$ cat config.mk
export PLATFORM = sky130hd
export DESIGN_NAME = mem_port_arbiter
export DESIGN_NICKNAME = d
export VERILOG_FILES = /design/src/rtl/mem_port_arbiter.sv
export SDC_FILE = /design/constraint.sdc
export NUM_CORES = 1
export LEC_CHECK = 0
export ABC_AREA = 1
export BUFFER_PORTS_ARGS = -buffer_cell sky130_fd_sc_hd__buf_4
export CAP_MARGIN = 40
export CORE_AREA = 2 2 117 119
export CTS_BUF_LIST = sky130_fd_sc_hd__clkbuf_8
export DETAILED_ROUTE_END_ITERATION = 12
export DIE_AREA = 0 0 119 121
export GPL_ROUTABILITY_DRIVEN = 0
export PLACE_DENSITY_LB_ADDON = 0.12
export SETUP_SLACK_MARGIN = 0.02
export SLEW_MARGIN = 0
export SYNTH_ARGS = -nofsm -noshare
export SYNTH_HDL_FRONTEND = slang
export SYNTH_SLANG_ARGS = --single-unit
export TNS_END_PERCENT = 100
$ cat constraint.sdc
create_clock -name clk -period 1.69 [get_ports clk]
set_input_delay 0.0845 -clock clk [delete_from_list [all_inputs] [get_ports clk]]
set_output_delay 0.0845 -clock clk [all_outputs]
set_load 0.01 [all_outputs]
$ cat src/rtl/mem_port_arbiter.sv
// Shares one memory port between instruction fetch and data access and paces the
// single-cycle datapath with cpu_step. Define ARB_TIMEOUT_EN to build the request timeout.
module mem_port_arbiter #(
  parameter int unsigned TIMEOUT_CYCLES = 255
) (
  input  logic        clk,
  input  logic        cpu_rst,
  input  logic        cpu_en,
  output logic        cpu_step,
  input  logic [31:0] inst_addr,
  output logic [31:0] inst_data,
  input  logic        mem_ren,
  input  logic        mem_wen,
  input  logic [31:0] mem_addr,
  input  logic [31:0] mem_dout,
  output logic [31:0] mem_din,
  output logic        ext_req,
  output logic        ext_we,
  output logic [31:0] ext_addr,
  output logic [31:0] ext_wdata,
  input  logic [31:0] ext_rdata,
  input  logic        ext_ack,
  output logic [31:0] retired,
  output logic        bus_err,
  output logic [2:0]  arb_state
);

  typedef enum logic [2:0] {
    S_IDLE   = 3'd0,
    S_FETCH  = 3'd1,
    S_EXEC   = 3'd2,
    S_DATA   = 3'd3,
    S_COMMIT = 3'd4,
    S_HALT   = 3'd5
  } state_t;

  state_t      r_state;
  state_t      w_next;
  logic [31:0] r_inst;
  logic [31:0] r_din;
  logic [31:0] r_retired;
  logic        w_mem_op;
  logic        w_timeout;

  if (TIMEOUT_CYCLES < 1 || TIMEOUT_CYCLES > 255) begin : g_param_check
    $error("TIMEOUT_CYCLES must be in 1..255");
  end

  assign w_mem_op = mem_ren | mem_wen;

`ifdef ARB_TIMEOUT_EN
  localparam logic [7:0] LP_LAST = 8'(TIMEOUT_CYCLES - 1);
  logic [7:0] r_wait;
  logic       r_bus_err;

  // Counter idles at zero outside FETCH/DATA, so it is already clear on entry.
  always_ff @(posedge clk) begin
    if (cpu_rst || ext_ack || !(r_state == S_FETCH || r_state == S_DATA))
      r_wait <= '0;
    else
      r_wait <= r_wait + 8'd1;
  end

  assign w_timeout = (r_state == S_FETCH || r_state == S_DATA) && !ext_ack && (r_wait == LP_LAST);

  always_ff @(posedge clk) begin
    if (cpu_rst)
      r_bus_err <= 1'b0;
    else if (w_timeout)
      r_bus_err <= 1'b1;
  end

  assign bus_err = r_bus_err;
`else
  assign w_timeout = 1'b0;
  assign bus_err   = 1'b0;
`endif

  always_ff @(posedge clk) begin
    if (cpu_rst)
      r_state <= S_IDLE;
    else
      r_state <= w_next;
  end

  always_comb begin
    w_next = r_state;
    unique case (r_state)
      S_IDLE:   if (cpu_en) w_next = S_FETCH;
      S_FETCH:  if (ext_ack) w_next = S_EXEC;
                else if (w_timeout) w_next = S_HALT;
      S_EXEC:   if (w_mem_op) w_next = S_DATA;
                else w_next = cpu_en ? S_FETCH : S_IDLE;
      S_DATA:   if (ext_ack) w_next = S_COMMIT;
                else if (w_timeout) w_next = S_HALT;
      S_COMMIT: w_next = cpu_en ? S_FETCH : S_IDLE;
      S_HALT:   w_next = S_HALT;
      default:  w_next = S_IDLE;
    endcase
  end

  always_comb begin
    ext_req   = 1'b0;
    ext_we    = 1'b0;
    ext_addr  = '0;
    ext_wdata = '0;
    cpu_step  = 1'b0;
    unique case (r_state)
      S_FETCH: begin
        ext_req  = 1'b1;
        ext_addr = inst_addr;
      end
      S_EXEC:   cpu_step = ~w_mem_op;
      S_DATA: begin
        ext_req   = 1'b1;
        ext_we    = mem_wen;
        ext_addr  = mem_addr;
        ext_wdata = mem_dout;
      end
      S_COMMIT: cpu_step = 1'b1;
      default: ;
    endcase
  end

  // A combined read+write request is a write, so load data latches only without mem_wen.
  always_ff @(posedge clk) begin
    if (cpu_rst) begin
      r_inst    <= '0;
      r_din     <= '0;
      r_retired <= '0;
    end else begin
      if (r_state == S_FETCH && ext_ack)
        r_inst <= ext_rdata;
      if (r_state == S_DATA && ext_ack && !mem_wen)
        r_din <= ext_rdata;
      if (cpu_step)
        r_retired <= r_retired + 32'd1;
    end
  end

  assign inst_data = r_inst;
  assign mem_din   = r_din;
  assign retired   = r_retired;
  assign arb_state = r_state;

endmodule
==> metrics.yaml, run 1 <==
grt_pass1_vias: 5549
numCtsBuffers: 9
path_class: "reg2out"
drive_gt1_share_pct: 35.81
internal-power_mw: 4.168
hold_class: "in2reg"
yosys.area.top_type: "dfxtp_1"
cts_tree: "built"
p_sw_mw: 1.910
cap_violations: 0
path_clk_slew_ns: 0.10
status: "finished clean"
die_width_um: 119
syn_to_final_growth_pct: 70.72
critPathMaxFanout: 8
required_ns: 1.61
port_buffers: 299
yosys-top-cells-area: "dfxtp_1, nor2_1, nand2_1"
seq_area_mm2: 0.001993
synth_area_mm2: 0.004752
gr-total-overflow: 0
clock-sinks: 99
fill_cells: 1213
dieArea_mm2: 0.01440
multi_input_area_mm2: 0.002381
final_area_mm2: 0.008113
grt_setup_unrepaired: "yes"
nets: 1194
end_kind: "output pin"
ys.flop_type: "dfxtp_1"
setup_viol: 0
syn-instance-count: 716
p_leak_nw: 4.164
cts-root-buf: "clkbuf_8"
placed_cell_area_mm2: 0.007277
most-common-layout-cells: "buf_4, nor2_1, dfxtp_1"
switching_share_pct: 31.43
placementRows: 42
post_synth_num_cell_types: 31
dr.pass1.iters: 5
crit_arrival_ns: 1.59
finalCriticalPeriod_ns: 1.676
drc: 0
grt_usage_pct: 26.64
htreeDepth: 3
routedWlPerCell_um: 16.08
seq_area_frac_synth_pct: 41.71
avgSynthCellArea_um2: 6.637
finClkSkew_ns: 0.01063
yosysTopAreaCellShare_pct: 41.71
grt_first_pass_wirelength_mm: 30.02
vias: 5852
antenna_found_initial: 0
die_h_um: 121
peakVddDrop_mv: 0.8026
period_share_pct: 99.17
yosysWarnings: 0
clock_latency_ns: 0.39
num_antenna_cells: 0
fmax_mhz: 596.6
synth_fp_nets: 851
layout_commonest_cell: "buf_4"
synth-edff-count: 0
wl_mm: 19.94
dpl.hpwl_mm: 14.46
power_density_mw_per_mm2: 749.3
timing.final.hold_violations: 0
synth-async-reset-ratio_pct: 0
startpoint_type: "register"
grt_max_degree: 88
whs_ns: 0.02580
ys_ff_latch: 99
core_area_mm2: 0.01309
clk_path_buf_depth: 2
viasPerCell: 4.719
pwr-share-clk_pct: 26.6
first_iter_violations: 397
ant_nets: 0
pwr-share-comb_pct: 31.6
initial_core_util_pct: 36.32
io_pins: 301
drv_slew: 0
p_seq_share_pct: 41.9
power by group through the flow:
stage / logic [mW] / registers, mW / clock network, mW
2_1_floorplan: 0.612 / 2.64 / 0
3_3_place_gp: 1.61 / 2.59 / 0
3_5_place_dp: 1.61 / 2.59 / 0
4_1_cts: 1.82 / 2.54 / 1.66
5_1_grt: 2.03 / 2.56 / 1.76
6_report: 1.92 / 2.54 / 1.62
layer usage:
| metal | vias up | global-route usage [%] | share of wire (%) |
|---|---|---|---|
| li1 | 2969 | - | - |
| met1 | 2634 | 36.34 | 46 |
| met2 | 229 | 39.33 | 43 |
| met3 | 20 | 10.90 | 9.2 |
| met4 | 0 | 5.952 | 1.4 |
| met5 | - | 0 | 0 |
sequential cells by signal, indices dropped and copies added, names as in the netlist:
signal     flops
mem_din       32
arb_state      3
inst_data     32
retired       32
worst paths after layout:
check | slack (ns) | to | depth (start not counted) | from
setup reg to reg | 0.13 | retired[2] | 10 | arb_state[0]
setup / recovery | 0.01 | ext_addr[4] | 6 | arb_state[2]
hold reg to reg | 0.51 | retired[11] | 2 | retired[11]
hold / removal | 0.03 | arb_state[1] | 4 | ext_ack
Yosys cell counts, types with 2 or more instances:
cell type  instances
nand2_1           99
nor2_2             2
buf_1              2
a31oi_1            4
nand3_1           21
buf_2             10
xor2_1             2
clkbuf_1          21
dfxtp_1           99
a21oi_1           14
nor2_1           227
nor3_1             7
o21ai_1            8
nor2_4             2
inv_1             77
a22o_1            32
nand4_1           11
o21ai_0           65
repair_timing:
| action | CTS | global route |
|---|---|---|
| buffers inserted | 5 | 4 |
| pin swaps | 3 | 6 |
| hold buffers | 33 | 0 |
| setup endpoints to repair | 66 | 115 |
| gates cloned | 2 | 2 |
| gates resized for setup | 27 | 24 |
| endpoints found under the hold margin | 74 | 0 |
kinds of logic (layout without fill, tap and decap cells):
kind of cell	after synthesis	count (layout)	synth area share [%]
AOI/OAI and AO/OA	125	125	15.90
xor gates and xnor gates	3	3	0.5530
adders and majority gates	1	1	0.2633
buffers and inverters	113	461	9.426
DFF	99	99	41.71
other	1	1	0.07891
and+or+nand+nor	374	374	32.07
worst max-delay path, stage by stage, from the launching register on:
cell and delay (ns):
dfxtp_4 0.39, nor2_4 0.17, nand2_4 0.10, inv_8 0.10
buf_12 0.13, a22o_1 0.19, buf_6 0.12
metrics by stage:
stage	setup WS (ns)	setup TNS, ns	power (mW)	utilization, %	std cells
6_report	0.01397	0	6.079	62.00	1240
3_3_place_gp	0.1246	0	4.207	55.61	1178
2_1_floorplan	0.1751	0	3.257	-	716
4_1_cts	-0.006960	-0.01183	6.023	60.92	1234
3_5_place_dp	0.09284	0	4.205	55.61	1178
5_1_grt	-0.05382	-0.8746	6.354	62.00	1240
area by class of cell:
| cell class | instances | share of cell area [%] |
|---|---|---|
| inverter | 78 | 3.794 |
| tap | 176 | 2.714 |
| multi-input combinational | 504 | 29.35 |
| clock buffer | 9 | 1.527 |
| sequential | 99 | 24.57 |
| clock inverter | 7 | 0.9254 |
| timing repair buffer | 367 | 37.12 |
(Power assumes the default switching activity.)
==> inputs of run 2 (changes only) <==
- PLACE_DENSITY: unset -> 0.78
- PLACE_DENSITY_LB_ADDON: 0.12 -> unset
==> run 2 against run 1 <==
Against the previous run:
- total power decreased by 1.6%
- global-route usage grew 0.23 points
- worst hold slack better by 0.051 ns
- cell count grew 0.32%
- sequential power is essentially flat
- clock power decreased by 6%
- die area did not move
- largest cell class unchanged
- critical path type unchanged
- clock skew barely moved
==> metrics.yaml, run 2 (same netlist as run 1, synthesis figures left out) <==
htreeDepth: 3  # unchanged
placed_cell_area_mm2: 0.007287  # +0.14%
grt_max_degree: 33  # -63%
gr-total-overflow: 0  # unchanged
cts-root-buf: "clkbuf_8"
port_buffers: 299  # unchanged
initial_core_util_pct: 36.32  # unchanged
fmax_mhz: 596.0  # -0.11%
grt_first_pass_wirelength_mm: 30.57  # +1.8%
most-common-layout-cells: "buf_4, nor2_1, nand2_1"
clock_latency_ns: 0.37  # -0.02 ns
fill_cells: 1174  # -3.2%
clk_path_buf_depth: 2  # unchanged
viasPerCell: 4.819  # +2.1%
dpl.hpwl_mm: 14.64  # +1.2%
numCtsBuffers: 9  # unchanged
path_clk_slew_ns: 0.10  # about the same
period_share_pct: 99.28  # +0.11 points
end_kind: "output pin"
grt_pass1_vias: 5580  # +0.56%
io_pins: 301  # unchanged
antenna_found_initial: 2  # +2
utilization_pct: 62.78  # +0.78 points
dieArea_mm2: 0.01440  # unchanged
setup_viol: 0  # unchanged
core_area_mm2: 0.01309  # unchanged
pre_cts_ws_ns: 0.1074  # +0.01452 ns
drc: 0  # unchanged
layout_commonest_cell: "buf_4"
startpoint_type: "register"
critPathMaxFanout: 7  # -1
routedWlPerCell_um: 16.44  # +2.2%
die_h_um: 121  # unchanged
syn_to_final_growth_pct: 72.88
path_class: "reg2out"
die_width_um: 119  # unchanged
drv_slew: 0  # unchanged
final.setup.tns_ns: 0  # unchanged
ant_nets: 0  # unchanged
wl_mm: 20.45  # +2.6%
fin_ws_ns: 0.01217  # -0.001801 ns
clock-sinks: 99  # unchanged
peakVddDrop_mv: 0.6206  # -23%
first_iter_violations: 409  # +3.0%
final_area_mm2: 0.008215  # +1.3%
cap_violations: 0  # unchanged
p_leak_nw: 4.198  # +0.82%
hold_class: "in2reg"
vias: 5995  # +2.4%
nets: 1198  # +0.34%
num_antenna_cells: 0  # unchanged
cts_tree: "built"
crit_path_cell_trace: "inv_4, nor2_4, nand2_4, inv_8, clkbuf_16, a22o_1, buf_4"
grt_setup_unrepaired: "yes"
placementRows: 42  # unchanged
r2r_slack_ns: 0.07  # -0.06 ns
crit_arrival_ns: 1.59  # about the same
status: "finished clean"
drive_gt1_share_pct: 36.14  # +0.33 points
critPathMaxStageDelay_ns: 0.39  # about the same
crit_slowest_cell: "dfxtp_4"
dr.pass1.iters: 5  # unchanged
finalCriticalPeriod_ns: 1.678  # +0.001801 ns
timing.final.hold_violations: 0  # unchanged
power_density_mw_per_mm2: 727.8  # -2.9%
finClkSkew_ns: 0.01090  # +0.0002649 ns
grt_usage_pct: 26.88  # +0.23 points
required_ns: 1.61  # about the same
==> run 2: changes by cell type in the layout (fill, tap and decap cells not counted), sizes merged <==
cell      before  now
clkbuf        11   16
bufinv         1    0
clkinvlp       1    0
inv           81   82
==> run 2: final timing paths <==
kind                      from           end  cells past startpoint
setup / recovery  arb_state[0]   ext_addr[8]                      7
hold reg to reg     retired[6]    retired[6]                      1
hold / removal         ext_ack  arb_state[1]                      4
setup reg to reg  arb_state[0]   mem_din[24]                     10
==> run 2: final cells by class <==
cell class	count	area, um^2	area share [%]
multi-input combinational	504	2372	28.88
tap	176	220.2	2.680
inverter	78	312.8	3.807
clock buffer	10	137.6	1.675
timing repair buffer	371	3128	38.07
clock inverter	6	53.80	0.6549
sequential	99	1991	24.23
==> run 2: routing by layer <==
metal	wire, um	vias to the layer above	track usage [%]
li1	-	2969	-
met1	9368	2724	36.76
met2	8882	275	40.09
met3	1961	23	10.62
met4	212	4	5.506
met5	24	-	0
==> run 2: critical path: cells and delay by family (launching register included) <==
family / cells / cell delay (ns)
flops: 1 / 0.39
buf+inv: 4 / 0.42
compound gates: 1 / 0.15
simple gates: 2 / 0.26
==> run 2: through the flow <==
stage | std cells | hold slack, ns | power (mW)
final | 1244 | 0.07655 | 5.979
after global routing | 1244 | 0.07608 | 6.241
after CTS | 1235 | 0.05865 | 5.876
after detailed placement | 1181 | 0.3224 | 4.184
after global placement | 1181 | 0.3159 | 4.171
after floorplan | 716 | 0.1606 | 3.257
==> run 2: repair_timing <==
item                                   in CTS  in global routing
setup buffers                               3                  3
hold buffers                               33                  0
gates resized for setup                    18                 39
setup endpoints to repair                  65                115
endpoints found under the hold margin      72                  0
gates cloned                                2                  6
pin swaps                                   2                  7
==> run 2: power by group <==
part / internal, mW / switching (mW)
logic: 1.00 / 0.903
registers: 2.47 / 0.0850
clock network: 0.608 / 0.912
==> inputs of run 3 (changes only) <==
- SETUP_SLACK_MARGIN: 0.02 -> 0.4
- SKIP_LAST_GASP: unset -> 1
==> run 3 against run 2 <==
Against the previous run:
- global-route usage increased by 1.3 points
- via count is 6.3% higher
- clock skew increased by 0.013 ns
- first-iteration DRC count increased by 40%
- sequential power barely moved
- combinational power increased by 24%
- critical path type unchanged
- setup slack better by 0.019 ns
- critical endpoint is now ext_addr[28]
- cell area is 11% higher
==> metrics.yaml, run 3 (same netlist as run 1, synthesis figures left out) <==
status: "finished clean"
grt_first_pass_wirelength_mm: 31.70  # +3.7%
p_sw_mw: 2.127  # +12%
finalCriticalPeriod_ns: 1.658  # -0.01935 ns
p_seq_share_pct: 38.0  # -4.7 points
die_width_um: 119  # unchanged
peakVddDrop_mv: 0.6285  # +1.3%
initial_core_util_pct: 36.32  # unchanged
routedWlPerCell_um: 17.71  # +7.7%
end_kind: "output pin"
grt_setup_unrepaired: "yes"
dieArea_mm2: 0.01440  # unchanged
finClkSkew_ns: 0.02423  # +0.01333 ns
dr.pass1.iters: 6  # +1
htreeDepth: 3  # unchanged
placementRows: 42  # unchanged
path_clk_slew_ns: 0.09  # about the same
p_leak_nw: 4.463  # +6.3%
most-common-layout-cells: "buf_4, nor2_1, nand2_1, dfxtp_1, inv_1"
nets: 1216  # +1.5%
switching_share_pct: 31.57  # -0.22 points
grt_pass1_vias: 5886  # +5.5%
placedCellCount: 1168  # -1.1%
setup_viol: 0  # unchanged
power_density_mw_per_mm2: 735.8  # +1.1%
core_area_mm2: 0.01309  # unchanged
timing.final.hold_violations: 0  # unchanged
period_share_pct: 98.13  # -1.1 points
crit_path_cell_trace: "inv_4, nor2_4, nand2_4, clkinv_8, clkbuf_16, a22o_4, buf_6"
viasPerCell: 5.049  # +4.8%
critPathMaxStageDelay_ns: 0.37  # -0.02 ns
cap_violations: 0  # unchanged
path_class: "reg2out"
drive_gt1_share_pct: 45.67  # +9.5 points
pwr-share-clk_pct: 27.1  # +1.7 points
cts-root-buf: "clkbuf_8"
internal-power_mw: 4.610  # +13%
fin_cells: 1262  # +1.4%
critPathMaxFanout: 5  # -2
crit_arrival_ns: 1.57  # -0.02 ns
fill_cells: 1005  # -14%
clock_latency_ns: 0.40  # +0.03 ns
ant_nets: 0  # unchanged
clk_path_buf_depth: 2  # unchanged
first_iter_violations: 572  # +40%
cts_tree: "built"
clock-sinks: 99  # unchanged
gr-total-overflow: 0  # unchanged
antenna_found_initial: 0  # -2
layout_commonest_cell: "buf_4"
dpl.hpwl_mm: 14.02  # -4.2%
final_area_mm2: 0.009156  # +11%
required_ns: 1.61  # about the same
crit_slowest_cell: "dfxtp_4"
die_h_um: 121  # unchanged
grt_max_degree: 51  # +55%
startpoint_type: "register"
drc: 0  # unchanged
vias: 6372  # +6.3%
wl_mm: 22.35  # +9.3%
num_antenna_cells: 0  # unchanged
port_buffers: 299  # unchanged
fmax_mhz: 603.0  # +1.2%
syn_to_final_growth_pct: 92.68
placed_cell_area_mm2: 0.007287  # unchanged
numCtsBuffers: 9  # unchanged
hold_class: "in2reg"
io_pins: 301  # unchanged
drv_slew: 0  # unchanged
pwr-share-comb_pct: 34.9  # +3.1 points
grt_usage_pct: 28.20  # +1.3 points
[run 3: cell count changes in the layout (fill, tap and decap cells not counted), sizes merged]
cell    previous run  this run
bufinv             0         2
clkinv             2         1
buf              332       348
clkbuf            16        17
[run 3: power groups by stage]
stage	registers, mW	logic (mW)	clock network [mW]
6_report	2.56	2.35	1.82
4_1_cts	2.55	1.97	1.85
3_3_place_gp	2.60	1.55	0
5_1_grt	2.58	2.47	1.95
3_5_place_dp	2.60	1.57	0
2_1_floorplan	2.65	0.654	0
[run 3: path summary, 6_finish.rpt]
path | cells after the start | to | slack (ns) | startpoint
setup reg to reg | 11 | retired[11] | 0.08 | arb_state[0]
setup / recovery | 7 | ext_addr[28] | 0.03 | arb_state[0]
hold reg to reg | 1 | retired[6] | 0.51 | retired[6]
hold / removal | 4 | arb_state[1] | 0.08 | ext_ack
[run 3: metrics by stage]
| step | hold WS, ns | setup WS (ns) | setup TNS, ns | util, % | power (mW) |
|---|---|---|---|---|---|
| floorplan | 0.1555 | 0.3229 | 0 | - | 3.305 |
| global placement | 0.3150 | 0.1631 | 0 | 55.69 | 4.156 |
| detailed placement | 0.3230 | 0.1209 | 0 | 55.69 | 4.169 |
| CTS | 0.04841 | -0.02063 | -0.02063 | 64.30 | 6.368 |
| global route | 0.08994 | -0.02428 | -0.3016 | 69.98 | 6.990 |
| finish | 0.07629 | 0.03152 | 0 | 69.98 | 6.737 |
[run 3: layout make-up]
class	instances	area [um^2]	share of cell area [%]
clock inverters	7	111.4	1.216
flip-flops and latches	99	2016	22.01
well taps	176	220.2	2.405
clock buffers	9	123.9	1.353
repair buffers	389	3493	38.15
inverters	78	339.1	3.703
multi-input cells	504	2853	31.16
[run 3: critical path, delay by kind of cell (launching register included)]
kind | cells | cell delay (ns)
flops | 1 | 0.37
buf+inv | 4 | 0.44
compound gates | 1 | 0.26
simple gates | 2 | 0.14
[run 3: repair_timing]
action | CTS | global route
hold buffers | 33 | 0
setup endpoints to repair | 161 | 166
gates resized for setup | 68 | 144
pin swaps | 17 | 54
cloned | 8 | 8
hold endpoints to repair | 66 | 0
buffers inserted | 20 | 9
[run 3: layer usage]
metal / GRT usage, % / wire length (um)
met2: 44.61 / 10200
met1: 35.54 / 9145
met3: 10.39 / 2256
met5: 0 / 0
met4: 9.375 / 749
